File: config.mk
export PLATFORM = sky130hd
export DESIGN_NAME = memory_access_unit_flat
export DESIGN_NICKNAME = d
export VERILOG_FILES = /design/src/rtl/memory_access_pkg.sv /design/src/rtl/memory_access_unit_if.sv /design/src/rtl/memory_lane_align.sv /design/src/rtl/memory_access_unit.sv /design/src/flat_wrapper.sv
export SDC_FILE = /design/constraint.sdc
export NUM_CORES = 1
export LEC_CHECK = 0
export CORE_AREA = 2 2 331 333
export DETAILED_ROUTE_END_ITERATION = 16
export DIE_AREA = 0 0 333 335
export MAX_ROUTING_LAYER = met4
export PLACE_DENSITY = 0.42
export RECOVER_POWER = 25
export SYNTH_ARGS = -nofsm -noshare
export SYNTH_HDL_FRONTEND = slang
export SYNTH_HIERARCHICAL = 1
export SYNTH_SLANG_ARGS = --single-unit
File: constraint.sdc
create_clock -name clk -period 2.2 [get_ports clk]
set_clock_uncertainty 0.05 [all_clocks]
set_input_delay 0.33 -clock clk [delete_from_list [all_inputs] [get_ports clk]]
set_output_delay 0.33 -clock clk [all_outputs]
set_load 0.02 [all_outputs]
File: src/rtl/memory_access_pkg.sv
// memory_access_pkg: shared FSM/op enums and bus tag fields for the memory access unit
package memory_access_pkg;
    typedef enum logic [2:0] {IDLE, RD_REQ, RD_WAIT, WR_ADDR, WR_DATA, WR_WAIT, DONE} state_t;
    typedef enum logic [1:0] {OP_NONE = 2'd0, OP_LOAD = 2'd1, OP_STORE = 2'd2} op_t;
    localparam logic TAG_READ = 1'b0;
    localparam logic TAG_WRITE = 1'b1;
    localparam logic [1:0] TAG_MEMORY = 2'd1;
    localparam logic [1:0] TAG_DATA = 2'd2;
endpackage

File: src/rtl/memory_access_unit_if.sv
// memory_access_unit_if: upstream op, writeback and memory bus signals of the memory access unit
interface memory_access_unit_if #(
    parameter int DATA_W = 64,
    parameter int ADDR_W = 64,
    parameter int TAG_W = 13,
    parameter int SB_W = 256
);
    logic in_valid, in_ready, in_signed;
    logic [1:0] in_op, in_size;
    logic [ADDR_W-1:0] in_addr;
    logic [DATA_W-1:0] in_wdata;
    logic [SB_W-1:0] in_sb;
    logic out_valid, out_ready, out_err;
    logic [DATA_W-1:0] out_rdata;
    logic [SB_W-1:0] out_sb;
    logic [DATA_W-1:0] bus_req, bus_resp;
    logic [TAG_W-1:0] bus_reqtag;
    logic bus_reqcyc, bus_reqack, bus_respcyc, bus_respack;
    modport slave (
        input in_valid, in_op, in_size, in_signed, in_addr, in_wdata, in_sb, out_ready,
              bus_reqack, bus_resp, bus_respcyc,
        output in_ready, out_valid, out_rdata, out_sb, out_err, bus_req, bus_reqtag, bus_reqcyc,
               bus_respack
    );
    modport master (
        output in_valid, in_op, in_size, in_signed, in_addr, in_wdata, in_sb, out_ready,
               bus_reqack, bus_resp, bus_respcyc,
        input in_ready, out_valid, out_rdata, out_sb, out_err, bus_req, bus_reqtag, bus_reqcyc,
              bus_respack
    );
endinterface

File: src/rtl/memory_lane_align.sv
// memory_lane_align: byte-lane extract/extend for loads and byte merge for sub-word stores
module memory_lane_align #(
    parameter int DATA_W = 64,
    parameter int OFF_W = $clog2(DATA_W / 8)
) (
    input  logic [DATA_W-1:0] i_word,
    input  logic [DATA_W-1:0] i_wdata,
    input  logic [OFF_W-1:0]  i_off,
    input  logic [1:0]        i_size,
    input  logic              i_signed,
    output logic [DATA_W-1:0] o_ext,
    output logic [DATA_W-1:0] o_merge
);
    logic [OFF_W+2:0] w_sh;
    logic [6:0] w_nbits;
    logic [DATA_W-1:0] w_shift, w_lmask, w_bmask;
    logic w_sign;
    assign w_sh = {i_off, 3'b000};
    assign w_nbits = 7'd8 << i_size;
    // a shift by the full width yields zero, so the full-word mask comes out all ones
    assign w_lmask = ~({DATA_W{1'b1}} << w_nbits);
    assign w_shift = i_word >> w_sh;
    assign w_sign = i_signed && |(w_shift & w_lmask & ~(w_lmask >> 1));
    assign o_ext = (w_shift & w_lmask) | ({DATA_W{w_sign}} & ~w_lmask);
    assign w_bmask = w_lmask << w_sh;
    assign o_merge = (i_word & ~w_bmask) | ((i_wdata << w_sh) & w_bmask);
endmodule

File: src/rtl/memory_access_unit.sv
// memory_access_unit: load/store sequencer over a tagged request/response memory bus
module memory_access_unit
    import memory_access_pkg::*;
#(
    parameter int DATA_W = 64,
    parameter int ADDR_W = 64,
    parameter int TAG_W = 13,
    parameter int SB_W = 256,
    parameter int TIMEOUT = 1023
) (
    input logic clk,
    input logic reset,
    memory_access_unit_if.slave io
);
    localparam int NB = DATA_W / 8;
    localparam int OFF_W = $clog2(NB);
    localparam int CW = $clog2(TIMEOUT + 1);
    state_t r_state, w_next, w_rd_next;
    op_t r_op;
    logic [1:0] r_size;
    logic r_signed, r_err, r_respack;
    logic [ADDR_W-1:0] r_addr;
    logic [DATA_W-1:0] r_word, r_rdata, w_ext, w_merge, w_aaddr;
    logic [SB_W-1:0] r_sb;
    logic [CW-1:0] r_cnt;
    logic [3:0] w_bytes;
    logic [TAG_W-1:0] w_tag_rd, w_tag_wr;
    logic w_acc, w_mis, w_full, w_mem_op, w_bus, w_to, w_cap, w_load;
    assign w_bytes = 4'd1 << io.in_size;
    assign w_mis = (|(io.in_addr[OFF_W-1:0] & OFF_W'(w_bytes - 4'd1))) || (int'(w_bytes) > NB);
    assign w_full = int'(w_bytes) == NB;
    assign w_mem_op = io.in_op == OP_LOAD || io.in_op == OP_STORE;
    assign w_acc = io.in_valid && r_state == IDLE;
    assign w_bus = r_state inside {RD_REQ, RD_WAIT, WR_ADDR, WR_DATA, WR_WAIT};
    assign w_to = w_bus && r_cnt == CW'(TIMEOUT);
    // an ack and response in the same RD_REQ cycle is a complete read
    assign w_cap = !w_to && io.bus_respcyc &&
                   (r_state == RD_WAIT || r_state == WR_WAIT || (r_state == RD_REQ && io.bus_reqack));
    assign w_load = r_op == OP_LOAD;
    assign w_rd_next = w_load ? DONE : WR_ADDR;
    assign w_aaddr = DATA_W'({r_addr[ADDR_W-1:OFF_W], {OFF_W{1'b0}}});
    assign w_tag_rd = {TAG_READ, TAG_MEMORY, TAG_DATA, {(TAG_W-5){1'b0}}};
    assign w_tag_wr = {TAG_WRITE, TAG_MEMORY, TAG_DATA, {(TAG_W-5){1'b0}}};
    assign io.out_rdata = r_rdata;
    assign io.out_sb = r_sb;
    assign io.out_err = r_err;
    assign io.bus_respack = r_respack;
    memory_lane_align #(.DATA_W(DATA_W)) u_align (
        .i_word(io.bus_resp), .i_wdata(r_word), .i_off(r_addr[OFF_W-1:0]), .i_size(r_size),
        .i_signed(r_signed), .o_ext(w_ext), .o_merge(w_merge)
    );
    always_comb begin
        w_next = r_state;
        io.in_ready = 1'b0;
        io.out_valid = 1'b0;
        io.bus_reqcyc = 1'b0;
        io.bus_req = '0;
        io.bus_reqtag = '0;
        case (r_state)
            IDLE: begin
                io.in_ready = 1'b1;
                if (io.in_valid)
                    w_next = (!w_mem_op || w_mis) ? DONE :
                             (io.in_op == OP_STORE && w_full) ? WR_ADDR : RD_REQ;
            end
            RD_REQ: begin
                io.bus_reqcyc = !w_to;
                io.bus_req = w_aaddr;
                io.bus_reqtag = w_tag_rd;
                w_next = w_to ? DONE : w_cap ? w_rd_next : io.bus_reqack ? RD_WAIT : RD_REQ;
            end
            RD_WAIT: w_next = w_to ? DONE : w_cap ? w_rd_next : RD_WAIT;
            WR_ADDR: begin
                io.bus_reqcyc = !w_to;
                io.bus_req = w_aaddr;
                io.bus_reqtag = w_tag_wr;
                w_next = w_to ? DONE : io.bus_reqack ? WR_DATA : WR_ADDR;
            end
            WR_DATA: begin
                io.bus_reqcyc = !w_to;
                io.bus_req = r_word;
                io.bus_reqtag = w_tag_wr;
                w_next = w_to ? DONE : io.bus_reqack ? WR_WAIT : WR_DATA;
            end
            WR_WAIT: w_next = (w_to || w_cap) ? DONE : WR_WAIT;
            DONE: begin
                io.out_valid = 1'b1;
                w_next = io.out_ready ? IDLE : DONE;
            end
            default: w_next = IDLE;
        endcase
    end
    always_ff @(posedge clk) begin
        if (reset) begin
            r_state <= IDLE;
            r_cnt <= '0;
        end else begin
            r_state <= w_next;
            r_cnt <= (w_next != r_state) ? '0 : (r_cnt == CW'(TIMEOUT)) ? r_cnt : r_cnt + 1'b1;
        end
    end
    // r_word holds store data until a sub-word read returns, then the merged write word
    always_ff @(posedge clk) begin
        if (reset) begin
            r_op <= OP_NONE;
            r_size <= '0;
            r_signed <= 1'b0;
            r_addr <= '0;
            r_word <= '0;
            r_sb <= '0;
            r_rdata <= '0;
            r_err <= 1'b0;
            r_respack <= 1'b0;
        end else begin
            r_respack <= w_cap;
            if (w_acc) begin
                r_op <= op_t'(io.in_op);
                r_size <= io.in_size;
                r_signed <= io.in_signed;
                r_addr <= io.in_addr;
                r_word <= io.in_wdata;
                r_sb <= io.in_sb;
                r_rdata <= '0;
                r_err <= w_mem_op && w_mis;
            end
            if (w_cap && w_load) r_rdata <= w_ext;
            if (w_cap && !w_load && r_state != WR_WAIT) r_word <= w_merge;
            if (w_to) r_err <= 1'b1;
        end
    end
endmodule
File: src/flat_wrapper.sv
// flat-port wrapper written by rule: the top's interface ports become plain ports
module memory_access_unit_flat import memory_access_pkg::*;
#(
    parameter int DATA_W = 64,
    parameter int ADDR_W = 64,
    parameter int TAG_W = 13,
    parameter int SB_W = 256,
    parameter int TIMEOUT = 1023
)
  (clk, reset, io_in_valid, io_in_op, io_in_size, io_in_signed, io_in_addr, io_in_wdata, io_in_sb, io_out_ready, io_bus_reqack, io_bus_resp, io_bus_respcyc, io_in_ready, io_out_valid, io_out_rdata, io_out_sb, io_out_err, io_bus_req, io_bus_reqtag, io_bus_reqcyc, io_bus_respack);
  memory_access_unit_if #(.DATA_W(DATA_W), .ADDR_W(ADDR_W), .TAG_W(TAG_W), .SB_W(SB_W)) io_i ();
  input logic clk;
  input logic reset;
  input wire logic [$bits(io_i.in_valid)-1:0] io_in_valid;
  input wire logic [$bits(io_i.in_op)-1:0] io_in_op;
  input wire logic [$bits(io_i.in_size)-1:0] io_in_size;
  input wire logic [$bits(io_i.in_signed)-1:0] io_in_signed;
  input wire logic [$bits(io_i.in_addr)-1:0] io_in_addr;
  input wire logic [$bits(io_i.in_wdata)-1:0] io_in_wdata;
  input wire logic [$bits(io_i.in_sb)-1:0] io_in_sb;
  input wire logic [$bits(io_i.out_ready)-1:0] io_out_ready;
  input wire logic [$bits(io_i.bus_reqack)-1:0] io_bus_reqack;
  input wire logic [$bits(io_i.bus_resp)-1:0] io_bus_resp;
  input wire logic [$bits(io_i.bus_respcyc)-1:0] io_bus_respcyc;
  output wire logic [$bits(io_i.in_ready)-1:0] io_in_ready;
  output wire logic [$bits(io_i.out_valid)-1:0] io_out_valid;
  output wire logic [$bits(io_i.out_rdata)-1:0] io_out_rdata;
  output wire logic [$bits(io_i.out_sb)-1:0] io_out_sb;
  output wire logic [$bits(io_i.out_err)-1:0] io_out_err;
  output wire logic [$bits(io_i.bus_req)-1:0] io_bus_req;
  output wire logic [$bits(io_i.bus_reqtag)-1:0] io_bus_reqtag;
  output wire logic [$bits(io_i.bus_reqcyc)-1:0] io_bus_reqcyc;
  output wire logic [$bits(io_i.bus_respack)-1:0] io_bus_respack;
  assign io_i.in_valid = io_in_valid;
  assign io_i.in_op = io_in_op;
  assign io_i.in_size = io_in_size;
  assign io_i.in_signed = io_in_signed;
  assign io_i.in_addr = io_in_addr;
  assign io_i.in_wdata = io_in_wdata;
  assign io_i.in_sb = io_in_sb;
  assign io_i.out_ready = io_out_ready;
  assign io_i.bus_reqack = io_bus_reqack;
  assign io_i.bus_resp = io_bus_resp;
  assign io_i.bus_respcyc = io_bus_respcyc;
  assign io_in_ready = io_i.in_ready;
  assign io_out_valid = io_i.out_valid;
  assign io_out_rdata = io_i.out_rdata;
  assign io_out_sb = io_i.out_sb;
  assign io_out_err = io_i.out_err;
  assign io_bus_req = io_i.bus_req;
  assign io_bus_reqtag = io_i.bus_reqtag;
  assign io_bus_reqcyc = io_i.bus_reqcyc;
  assign io_bus_respack = io_i.bus_respack;
  memory_access_unit #(.DATA_W(DATA_W), .ADDR_W(ADDR_W), .TAG_W(TAG_W), .SB_W(SB_W), .TIMEOUT(TIMEOUT)) u_core (.clk(clk), .reset(reset), .io(io_i));
endmodule
* After elaboration in Yosys (flattened, before gate mapping)
Cells that the tools add are included.
** Word-level totals
- Register bits :: 468
- Input bits :: 459
- Output and inout bits :: 402
- Logic and storage cells :: 103
** Cells by class
- $add $sub $neg :: 2
- Order comparisons :: 1
- Eq/ne operators :: 13
- Shift operators :: 6
- Mux-type cells :: 27
- Bitwise logic cells :: 12
- Reductions and logical operators :: 31
** Operators by type and width (number)
- 64-bit AND :: 5
- 64-bit two-way mux :: 4
- 64-bit NOT :: 3
- 64-bit OR :: 2
- 64-bit one-hot mux with 2 select lines :: 1
- 64-bit by 6-bit << shifter with 64-bit output :: 2
- 63-bit NOT with 64-bit output :: 1
- 64-bit OR reduction :: 1
- 64-bit by 7-bit << shifter with 64-bit output (first input constant) :: 1
- 64-bit by 6-bit >> shifter with 64-bit output :: 1
- 3-bit two-way mux :: 11
- 13-bit one-hot mux with 2 select lines :: 1
- 3-bit one-hot mux with 7 select lines :: 1
- 1-bit logical AND :: 11
- 10-bit by 1-bit adder with 10-bit output (second input constant) :: 1
- 10-bit equality test (second input constant) :: 1
- 3-bit equality test (second input constant) :: 3
- 4-bit by 2-bit << shifter with 7-bit output (first input constant) :: 1
- 3-bit by 2-bit equality test with 1-bit output (second input constant) :: 2
- 1-bit logical OR :: 6
- 1-bit two-way mux :: 6
- 2-bit two-way mux :: 3
- 2-bit nonzero test :: 3
- 2-bit OR reduction :: 3
- other kinds (14) :: 18

* Logic depth before layout (Yosys ltp)
Gate-level depths: netlist of run 1.
- Word-level depth :: 11
- Mapped depth :: 11
- Mapped depth without buffers :: 8

* By module
Netlist of run 1, hierarchy kept.
** By module, submodules not included
- memory_access_unit :: times used 1, cells each 2278, area each 17733.3 µm², sequential area each 9369.0 µm²
- memory_lane_align :: times used 1, cells each 646, area each 4606.9 µm², sequential area each 0.0 µm²

* Worst setup path after synthesis of run 1
OpenSTA, ideal clock, no wires.
- Path type :: reg-to-reg
- Start :: register u_core.r_state[1]
- End :: register u_core.r_cnt[0]
- Setup time :: 0.128 ns
- Arrival :: 1.921 ns
- Required time :: 2.022 ns
- Setup slack :: 0.100 ns
- Cell stages (with the launch flop) :: 9
- Buffers on the path :: 2
- Clock period less this slack :: 2.100 ns
- Cells stage by stage :: dfxtp_1 buf_2 or4b_1 buf_2 a211o_1 o2111a_1 mux2_4 o2111ai_4 nor2_1
** On the way
- Word-level cells in the longest chain between the ends :: 11
- Elaborated cells between the ends (all ways) :: 27
- Those cells by class :: 7 x eq/ne; 9 x mux; 11 x reduce/logical
** Ends and longest elaborated chain
- start, declared :: RTL line memory_access_unit.sv:18 : state_t r_state, w_next, w_rd_next;
- start signal, assigned :: RTL line memory_access_unit.sv:98 : r_state <= w_next;
- 3-bit by 1-bit equality test with 1-bit output (tied with other cells) :: RTL line memory_access_unit.sv:34, memory_access_unit.sv:38, memory_access_unit.sv:59
- 5-bit nonzero test :: RTL line memory_access_unit.sv:34 : assign w_bus = r_state inside {RD_REQ, RD_WAIT, WR_ADDR, WR_DATA, WR_WAIT};
- 1-bit logical AND :: RTL line memory_access_unit.sv:35 : assign w_to = w_bus && r_cnt == CW'(TIMEOUT);
- 1-bit logical NOT :: RTL line memory_access_unit.sv:37 : assign w_cap = !w_to && io.bus_respcyc &&
- 1-bit logical AND (2 in series) :: RTL line memory_access_unit.sv:37
- 3-bit two-way mux (tied with other cells) (2 in series) :: RTL line memory_access_unit.sv:72 : RD_WAIT: w_next = w_to ? DONE : w_cap ? w_rd_next : RD_WAIT;
- 3-bit one-hot mux with 7 select lines :: RTL line memory_access_unit.sv:59 : case (r_state)
- 3-bit != test (*) :: RTL line memory_access_unit.sv:99 : r_cnt <= (w_next != r_state) ? '0 : (r_cnt == CW'(TIMEOUT)) ? r_cnt : r_cnt + 1'b1;
- 2-bit OR reduction (no line) (*)
- end signal, assigned :: RTL line memory_access_unit.sv:99
- end, declared :: RTL line memory_access_unit.sv:25 : logic [CW-1:0] r_cnt;
Mark *: on every way between the ends. The rest lies on a longest branch, timed or not.
A chain may end at the register's enable or synchronous reset.

* Worst setup path after layout of run 1
- Start :: register u_core.r_state[1]
- End :: output port io_bus_req[31]
** On the way
- Word-level cells in the longest chain between the ends :: 3
- Elaborated cells between the ends (all ways) :: 5
- Those cells by class :: 3 x eq/ne; 1 x mux; 1 x reduce/logical
** Ends and longest elaborated chain
- 3-bit by 2-bit equality test with 1-bit output / 3-bit by 1-bit equality test with 1-bit output (equally long branches) :: RTL line memory_access_unit.sv:59
- 2-bit OR reduction (no line)
- 64-bit one-hot mux with 2 select lines (*) :: RTL line memory_access_unit.sv:59
- end, declared :: RTL line flat_wrapper.sv:30 : output wire logic [$bits(io_i.bus_req)-1:0] io_bus_req;
Marks and branches as above.

==> impl_metrics.env, run 1 <==
export IMPL_status="complete, but fails checks"
export IMPL_violations="setup timing"
export IMPL_finalSetupViolCount=344
export IMPL_synth_edf_count=0
export IMPL_start_kind="flop"
export IMPL_irDropWorstVdd_v=0.000683
export IMPL_rr_endpoint="u_core/io.out_sb[21]$_SDFFE_PP0P_"
export IMPL_grt_use_met1_pct=27.0
export IMPL_drc_errors=0
export IMPL_grt_pass1_vias=24410
export IMPL_hold_slack_ps=148
export IMPL_cp_endpoint="io_bus_req[31]"
export IMPL_pwr_density_cell_nw_per_um2=1110
export IMPL_start_util_pct=20.7
export IMPL_cp_arrival_ps=2070
export IMPL_ff_latch_area_um2=9400
export IMPL_crit_family="buffers and inverters"
export IMPL_slew_headroom_pct=54.1
export IMPL_synth_seq_cells=468
export IMPL_setup_tns_final_ps=-25830
export IMPL_met2_usage_pct=38.2
export IMPL_rsz0062_at_grt="yes"
export IMPL_path_max_fanout=6
export IMPL_gp_congestion=0.955
export IMPL_die_w_um=333
export IMPL_cp_depth=6
export IMPL_met3_usage_pct=5.88
export IMPL_cts_tree="done"
export IMPL_min_from="io_in_addr[54]"
export IMPL_yosysTopAreaCellShare_pct=41.9
export IMPL_cts_buffers_inserted=60
export IMPL_r2r_cells=9
export IMPL_worstSkewPairLatency_ps=670
export IMPL_path_clk_slew_ps=70
export IMPL_cp_required_ps=1820
export IMPL_r2r_slack_ps=-160
export IMPL_rr_startpoint="u_core/r_state[1]$_SDFF_PP0_"
export IMPL_setup_ws_ps=-247
export IMPL_grt_pass1_wl_um=182000
export IMPL_die_h_um=335
export IMPL_crit_start="u_core/r_state[1]$_SDFF_PP0_"
export IMPL_grt_start_max_net_pins=126
export IMPL_core_um2=108000
export IMPL_first_pass_iters=5
export IMPL_syn_avg_cell_area_um2=7.64
export IMPL_critPathBufInv=4
export IMPL_drv_slew=0
export IMPL_path_cells="nor3b_4, buf_6, buf_12, buf_12, a22o_1, buf_6"
export IMPL_crit_slowest_cell="dfxtp_4"
export IMPL_cp_slowest_stage_delay_ps=360
export IMPL_fill_cells=11402
export IMPL_hold_depth=3
export IMPL_pre_cts_slack_ps=-417
export IMPL_grt_use_total_pct=22.9
export IMPL_ys_flop_type="dfxtp_1"
export IMPL_leakagePower_uw=0.0146
export IMPL_drt_iter0_drc=1584
export IMPL_synth_commonest_cells="1016 x nand2_1, 468 x dfxtp_1, 450 x a21oi_1"
export IMPL_power_uw=43300
export IMPL_critPathCaptureType="output pin"
export IMPL_cts_root_buf="clkbuf_16"
export IMPL_criticalPathCategory="reg2out"
export IMPL_syn2layout_area_growth_pct=74.8
export IMPL_synth_top_area_cell="dfxtp_1"
export IMPL_worst_slew_pin_transition_ps=688
export IMPL_ant_nets=0
export IMPL_antenna_found_initial=22
export IMPL_io_pins=861
export IMPL_seq_area_frac_synth_pct=41.9
export IMPL_io_buffers=850
export IMPL_cts_sinks=468
export IMPL_finalCritPeriodShare_pct=111
export IMPL_dp_hpwl_um=101000
export IMPL_min_path_type="in2reg"
export IMPL_multi_input_area_um2=12900
export IMPL_fmax_mhz=409
export IMPL_syn_inst=2924
export IMPL_final_hold_viol_count=0
export IMPL_htree_levels=2
export IMPL_ys_async_sr_fraction_pct=0
export IMPL_wire_per_inst_um=24.6
export IMPL_cap_violations=0
export IMPL_synth_area_leaders="dfxtp_1 42%, nand2_1 17%, a21oi_1 10%"
export IMPL_avgViaCountPerCell=4.65
export IMPL_grt_overflow=0
export IMPL_die_area_um2=112000
export IMPL_rows=121
export IMPL_place_area_um2=34600
export IMPL_synthDistinctLibCells=71
export IMPL_vias=25375
export IMPL_busiest_layer="met2"
export IMPL_fin_nets=4434
export IMPL_yosysMostFrequentCell="nand2_1"
export IMPL_netlist_area_um2=22300
export IMPL_min_period_ps=2450
export IMPL_routed_wl_um=134000
export IMPL_clk_path_buf_depth=3
export IMPL_drive_above_1_share_pct=22.1
export IMPL_final_area_um2=39100
export IMPL_yosys_warnings=6
[registers in the layout, summed over array words and instances (netlist names)]
register	cells
u_core/io.out_err	1
u_core/r_cnt	10
u_core/io.bus_respack	1
u_core/r_size	2
u_core/r_word	64
u_core/r_op	2
u_core/r_addr	64
u_core/r_signed	1
u_core/io.out_rdata	64
u_core/io.out_sb	256
u_core/r_state	3
[worst min-delay path by stage]
stage                                          to
2_1_floorplan       u_core/r_addr[2]$_SDFFE_PP0P_
3_3_place_gp   u_core/io.out_sb[120]$_SDFFE_PP0P_
3_5_place_dp   u_core/io.out_sb[254]$_SDFFE_PP0P_
4_1_cts         u_core/io.out_sb[81]$_SDFFE_PP0P_
5_1_grt         u_core/io.out_sb[71]$_SDFFE_PP0P_
6_report           u_core/r_addr[54]$_SDFFE_PP0P_
[cell usage in the layout, fill, tap and decap left out, drive strengths merged, types with 16 or more instances in the layout]
cell type      instances
mux2                  57
a211oi                16
o21ai                 72
a311oi                64
mux2i                 64
clkbuf               111
mux4                  35
nand2               1018
nor2                 132
buf                  452
a22o                  62
nand3                 75
dfxtp                468
a21oi                450
clkdlybuf4s50        776
[per-layer routing]
metal / wire (µm) / up-vias / share of wire (%)
met5: 0 / - / 0
met4: 4550 / 0 / 3.4
met3: 9010 / 198 / 6.7
met2: 65300 / 897 / 49
met1: 55200 / 12135 / 41
li1: - / 12145 / -
[worst register-to-register path: stages, from the launching register on]
cell	delay [ps]
dfxtp_4	360
buf_4	140
nor2_1	230
clkbuf_4	200
and3_4	190
clkbuf_4	340
buf_4	320
buf_4	250
nand2_1	80
a21oi_1	130
[layout make-up]
type	instances	share of cell area [%]
clock inverter	14	0.365
sequential	468	24.1
inverter	11	0.115
timing repair buffer	1245	33.1
tap	1414	4.53
multi-input combinational	2187	32.9
clock buffer	98	4.80
antenna	15	0.0961
[metrics by stage]
stage,utilization (%),std cells
floorplan,-,2933
global placement,32.0,5257
detailed placement,32.0,5257
CTS,34.5,5393
global route,36.1,5452
finish,36.1,5452
[kinds of logic after synthesis]
kind of cell,Yosys count,share of synthesized area [%]
adder cells (fa/ha/maj),2,0.112
other,1,0.0168
XOR/XNOR,6,0.235
multiplexers,156,9.29
AO/OA/AOI/OAI,730,19.8
flip-flops,468,41.9
AND/OR/NAND/NOR,1282,22.9
buffers and inverters,279,5.67
[where the power goes]
| part | internal (µW) | leakage [µW] | switching [µW] |
|---|---|---|---|
| logic | 9470 | 0.00973 | 11700 |
| clock network | 6020 | 0.000988 | 4250 |
| registers | 10200 | 0.00383 | 1670 |
[timing repair]
| item | CTS | global route |
|---|---|---|
| buffers inserted | 20 | 29 |
| gates cloned | 6 | 17 |
| hold buffers | 1 | 0 |
| endpoints found under the setup margin | 169 | 256 |
| pin swaps | 43 | 88 |
| gates resized for setup | 233 | 307 |
| endpoints found under the hold margin | 13 | 0 |
Note: power is estimated with default switching activity, not from simulation.
==> run 2, diff against run 1 <==
==> constraint.sdc (replaced) <==
create_clock -name clk -period 2.1 [get_ports clk]
set_clock_uncertainty 0.05 [all_clocks]
set_input_delay 0.315 -clock clk [delete_from_list [all_inputs] [get_ports clk]]
set_output_delay 0.315 -clock clk [all_outputs]
set_load 0.02 [all_outputs]
==> impl_metrics.env, run 2 (synthesis results as in run 1) <==
export IMPL_antenna_found_initial=32
export IMPL_grt_pass1_vias=25598
export IMPL_status="complete, but fails checks"
export IMPL_io_pins=861
export IMPL_grt_use_total_pct=24.1
export IMPL_violations="setup timing"
export IMPL_final_area_um2=40300
export IMPL_critPathCaptureType="output pin"
export IMPL_pre_cts_slack_ps=-493
export IMPL_fin_nets=4493
export IMPL_drv_slew=0
export IMPL_worstSkewPairLatency_ps=680
export IMPL_dp_hpwl_um=101000
export IMPL_grt_use_met1_pct=27.6
export IMPL_avgViaCountPerCell=4.69
export IMPL_fmax_mhz=395
export IMPL_io_buffers=850
export IMPL_die_h_um=335
export IMPL_p_seq_share_pct=26.4
export IMPL_cts_root_buf="clkbuf_16"
export IMPL_drt_iter0_drc=1531
export IMPL_cts_sinks=468
export IMPL_grt_start_max_net_pins=144
export IMPL_htree_levels=2
export IMPL_final_hold_viol_count=0
export IMPL_die_area_um2=112000
export IMPL_rsz0062_at_grt="yes"
export IMPL_setup_ws_ps=-433
export IMPL_hold_slack_ps=124
export IMPL_met2_usage_pct=40.8
export IMPL_min_path_type="in2reg"
export IMPL_grt_pass1_wl_um=190000
export IMPL_worst_slew_pin_transition_ps=555
export IMPL_min_period_ps=2530
export IMPL_p_switching_uw=19400
export IMPL_rows=121
export IMPL_sw_frac_of_total_pct=41.3
export IMPL_irDropWorstVdd_v=0.000671
export IMPL_die_w_um=333
export IMPL_first_pass_iters=5
export IMPL_place_area_um2=34800
export IMPL_drc_errors=0
export IMPL_cts_tree="done"
export IMPL_busiest_layer="met2"
export IMPL_routed_wl_um=140000
export IMPL_drive_above_1_share_pct=25.1
export IMPL_clkPwrFrac_pct=22.9
export IMPL_p_int_uw=27500
export IMPL_clk_path_buf_depth=3
export IMPL_mostFrequentLayoutCells="963 x nand2_1, 705 x clkdlybuf4s50_1, 459 x dfxtp_1"
export IMPL_cap_violations=0
export IMPL_cp_arrival_ps=2170
export IMPL_combPwrFrac_pct=50.7
export IMPL_met3_usage_pct=6.19
export IMPL_final_common_cell="nand2_1"
export IMPL_core_um2=108000
export IMPL_start_util_pct=20.7
export IMPL_ant_nets=0
export IMPL_syn2layout_area_growth_pct=80.5
export IMPL_largest_reg_flops=256
export IMPL_finalSetupViolCount=284
export IMPL_finalCritPeriodShare_pct=121
export IMPL_cp_required_ps=1740
export IMPL_vias=25901
export IMPL_slew_headroom_pct=63.0
export IMPL_path_max_fanout=5
export IMPL_power_uw=46900
export IMPL_gp_congestion=0.896
export IMPL_final_core_util_pct=37.3
export IMPL_start_kind="flop"
export IMPL_path_clk_slew_ps=60
export IMPL_pwr_density_cell_nw_per_um2=1160
export IMPL_wire_per_inst_um=25.3
export IMPL_grt_overflow=0
export IMPL_cts_buffers_inserted=61
export IMPL_criticalPathCategory="reg2out"
export IMPL_leakagePower_uw=0.0153
[run 2: cell count changes in the layout (fill, tap and decap cells not counted), sizes merged, moves of 2 or more]
| cell | change |
|---|---|
| dlygate4sd2 | +55 |
| buf | +56 |
| bufinv | +2 |
| clkbuf | +9 |
| diode | +11 |
| clkinv | +4 |
| clkinvlp | -2 |
| clkdlybuf4s50 | -71 |
| inv | +3 |
[run 2: what timing repair did]
| action | in CTS | in global routing |
|---|---|---|
| resized for setup | 407 | 315 |
| hold buffers | 1 | 0 |
| setup endpoints to repair | 271 | 439 |
| pin swaps | 100 | 119 |
| hold endpoints to repair | 19 | 0 |
| setup buffers | 48 | 10 |
| cloned | 29 | 16 |
[run 2: worst paths after layout]
check / depth (start not counted) / start / slack [ps] / endpoint
min: 3 / io_in_addr[55] / 120 / u_core/r_addr[55]$_SDFFE_PP0P_
max: 7 / u_core/r_state[2]$_SDFF_PP0_ / -430 / io_bus_req[38]
max reg2reg: 10 / u_core/r_addr[1]$_SDFFE_PP0P_ / -260 / u_core/io.out_rdata[61]$_SDFFE_PP0P_
min reg2reg: 2 / u_core/io.out_sb[80]$_SDFFE_PP0P_ / 400 / u_core/io.out_sb[80]$_SDFFE_PP0P_
[run 2: area by class of cell]
class,instances,area (µm²)
Timing Repair Buffer,1303,13700
Multi-Input combinational cell,2187,13400
Clock inverter,21,263
Fill cell,11347,67800
Tap cell,1414,1770
Inverter,11,41.3
Clock buffer,89,1720
Antenna cell,26,65.1
Sequential cell,468,9390
[run 2: power groups by stage]
stage          combinational (µW)  clock, µW  sequential (µW)
2_1_floorplan                8400          0            13000
3_3_place_gp                19600          0            12500
3_5_place_dp                19600          0            12500
4_1_cts                     22300      11100            12400
5_1_grt                     25100      11400            12500
6_report                    23700      10700            12400
[run 2: worst max-delay path, cell delays in order, from the launching register on]
cell,delay [ps]
dfxtp_4,360
nor3b_4,160
buf_6,120
buf_12,140
buf_4,170
buf_12,140
a22o_4,240
buf_4,160
[run 2: per-layer routing]
layer / vias to the layer above / part of all wire [%]
li1: 12274 / -
met1: 12493 / 40
met2: 893 / 49
met3: 241 / 6.9
met4: 0 / 3.7
met5: - / 0
[run 2: metrics by stage]
stage,cells,setup TNS [ps]
5_1_grt,5518,-68560
4_1_cts,5476,-34860
3_3_place_gp,5290,-61610
2_1_floorplan,2933,0
3_5_place_dp,5290,-66580
6_report,5519,-48940
==> run 3, diff against run 2 <==
--- a/config.mk
+++ b/config.mk
@@ -5,13 +5,12 @@
 export SDC_FILE = /design/constraint.sdc
 export NUM_CORES = 1
 export LEC_CHECK = 0
-export CORE_AREA = 2 2 331 333
+export CORE_AREA = 2 2 336 338
 export DETAILED_ROUTE_END_ITERATION = 16
-export DIE_AREA = 0 0 333 335
+export DIE_AREA = 0 0 338 340
 export MAX_ROUTING_LAYER = met4
-export PLACE_DENSITY = 0.42
+export PLACE_DENSITY = 0.41
 export RECOVER_POWER = 25
 export SYNTH_ARGS = -nofsm -noshare
 export SYNTH_HDL_FRONTEND = slang
-export SYNTH_HIERARCHICAL = 1
 export SYNTH_SLANG_ARGS = --single-unit
==> impl_metrics.env, run 3 <==
export IMPL_status="complete, but fails checks"
export IMPL_violations="setup timing"
export IMPL_dp_hpwl_um=108000
export IMPL_cp_arrival_ps=2130
export IMPL_io_buffers=850
export IMPL_ys_async_sr_fraction_pct=0
export IMPL_cp_slowest_stage_delay_ps=370
export IMPL_synth_seq_cells=468
export IMPL_die_h_um=340
export IMPL_synth_edf_count=0
export IMPL_syn2layout_area_growth_pct=88.5
export IMPL_cts_buffers_inserted=61
export IMPL_top_layer="met4"
export IMPL_syn_avg_cell_area_um2=8.10
export IMPL_wl_met3_um=11800
export IMPL_die_area_um2=115000
export IMPL_grt_use_total_pct=24.0
export IMPL_synth_top_area_cell="dfxtp_1"
export IMPL_clk_path_buf_depth=3
export IMPL_worst_slew_pin_transition_ps=605
export IMPL_leakagePower_uw=0.0154
export IMPL_critPathCaptureType="output pin"
export IMPL_drt_iter0_drc=1729
export IMPL_avgViaCountPerCell=4.64
export IMPL_finalCritPeriodShare_pct=119
export IMPL_irDropWorstVdd_v=0.000682
export IMPL_largest_reg_flops=256
export IMPL_rows=123
export IMPL_cts_tree="done"
export IMPL_seq_area_frac_synth_pct=43.1
export IMPL_pre_cts_slack_ps=-647
export IMPL_final_hold_viol_count=0
export IMPL_htree_levels=2
export IMPL_finalSetupViolCount=526
export IMPL_start_kind="flop"
export IMPL_grt_pass1_vias=24472
export IMPL_layout_cells_non_filler=5462
export IMPL_cts_root_buf="clkbuf_16"
export IMPL_grt_overflow=0
export IMPL_crit_top_cell="buf_12"
export IMPL_gp_congestion=0.914
export IMPL_antenna_found_initial=38
export IMPL_dp_cells=5174
export IMPL_worstSkewPairLatency_ps=660
export IMPL_final_common_cell="nand2_1"
export IMPL_pwr_density_cell_nw_per_um2=994
export IMPL_crit_slowest_cell="dfxtp_4"
export IMPL_min_period_ps=2500
export IMPL_die_w_um=338
export IMPL_drv_slew=0
export IMPL_setup_ws_ps=-395
export IMPL_core_um2=112000
export IMPL_setup_tns_final_ps=-86840
export IMPL_fmax_mhz=401
export IMPL_path_clk_slew_ps=60
export IMPL_drc_errors=0
export IMPL_yosys_warnings=0
export IMPL_io_pins=861
export IMPL_path_cells="nor3_4, buf_12, buf_16, buf_12, buf_12, a22o_1, buf_12"
export IMPL_yosysTopAreaCellShare_pct=43.1
export IMPL_ys_flop_type="dfxtp_1"
export IMPL_grt_start_max_net_pins=73
export IMPL_criticalPathCategory="reg2out"
export IMPL_rsz0062_at_grt="yes"
export IMPL_first_pass_iters=5
export IMPL_slew_headroom_pct=59.5
export IMPL_cap_violations=0
export IMPL_grt_pass1_wl_um=192000
export IMPL_ant_nets=0
export IMPL_syn_inst=2681
export IMPL_wl_met2_um=69500
export IMPL_vias=25341
export IMPL_cts_sinks=468
export IMPL_mostFrequentLayoutCells="764 x nand2_1, 743 x clkdlybuf4s50_1, 460 x dfxtp_1"
export IMPL_fin_nets=4343
export IMPL_yosysMostFrequentCell="nand2_1"
export IMPL_drive_above_1_share_pct=26.3
export IMPL_start_util_pct=19.5
export IMPL_drt_met1_wl_um=60400
export IMPL_routed_wl_um=146000
export IMPL_synthDistinctLibCells=82
export IMPL_cp_required_ps=1740
export IMPL_synth_commonest_cells="793 x nand2_1, 468 x dfxtp_1, 394 x a21oi_1"
export IMPL_wire_per_inst_um=26.8
export IMPL_netlist_area_um2=21700
export IMPL_synth_area_leaders="dfxtp_1 43%, nand2_1 14%, a21oi_1 9.1%"
export IMPL_path_max_fanout=7
export IMPL_min_path_type="in2reg"
run 3: changes by cell type after synthesis, moves of 10 or more:
| cell | delta |
|---|---|
| nand2_1 | -223 |
| nand3_1 | -70 |
| a21oi_1 | -56 |
| clkbuf_1 | -44 |
| a211oi_1 | +41 |
| a22o_1 | +31 |
| a311oi_1 | -31 |
| buf_2 | +19 |
| o22ai_1 | +12 |
| a221oi_1 | +11 |
| mux2i_1 | +11 |
| nor3_1 | +11 |
| a221o_1 | +10 |
| and2_1 | +10 |
run 3: kinds of logic after synthesis:
group,share of synthesized area (%)
buffers and inverters,5.30
AO/OA/AOI/OAI,23.4
AND/OR/NAND/NOR,18.9
XOR/XNOR,0.121
flip-flops,43.1
other,0.0173
multiplexers,9.07
adder cells (fa/ha/maj),0.115
run 3: worst paths after layout:
path                                                            from                              endpoint  slack [ps]  cells past startpoint
worst max-delay path                    u_core.r_state[0]$_SDFF_PP0_                        io_bus_req[12]        -400                      7
worst max register to register          u_core.r_state[0]$_SDFF_PP0_  u_core.io.out_rdata[31]$_SDFFE_PP0P_        -360                     11
worst min register to register  u_core.io.out_rdata[60]$_SDFFE_PP0P_  u_core.io.out_rdata[60]$_SDFFE_PP0P_         400                      2
worst min-delay path                                    io_in_sb[39]     u_core.io.out_sb[39]$_SDFFE_PP0P_         130                      3
run 3: through the flow:
stage / power, µW / instance area [µm²] / hold slack [ps] / utilization (%)
final: 40700 / 40900 / 131 / 36.7
after global routing: 42300 / 40900 / 105 / 36.7
after CTS: 38800 / 38700 / 73.8 / 34.7
after detailed placement: 25700 / 34800 / 396 / 31.2
after global placement: 25700 / 34800 / 391 / 31.2
after floorplan: 17600 / 21800 / 386 / -
run 3: cell type report:
type                    count  area (µm²)
clock buffers              91        1800
multi-input cells        1977       12700
flip-flops and latches    468        9390
fillers                 11588       70700
inverters                   7        26.3
well taps                1500        1880
clock inverters            22         310
diodes                     30        75.1
repair buffers           1367       14800
run 3: worst max-delay path: cells and delay by family (launching register included):
family                 cells  cell delay [ps]
AO/OA/AOI/OAI              1              180
buffers and inverters      5              690
flip-flops                 1              370
AND/OR/NAND/NOR            1              220
run 3: what timing repair did:
action | CTS | global route
resized for setup | 432 | 242
gates cloned | 19 | 39
buffers inserted | 56 | 37
hold endpoints to repair | 19 | 0
hold buffers | 1 | 0
pin swaps | 56 | 122
setup endpoints to repair | 542 | 480
run 3: where the power goes:
part           internal (µW)  switching [µW]  leakage (µW)
sequential             10200            1120       0.00383
combinational           8560            9570        0.0105
clock                   6660            4600       0.00103
total                  25400           15300        0.0154
run 3: metal layers:
layer  up-vias  GRT usage [%]
met5         -              -
met4         0           5.81
met2      1018           40.0
met3       195           6.47
li1      11875              -
met1     12253           28.7
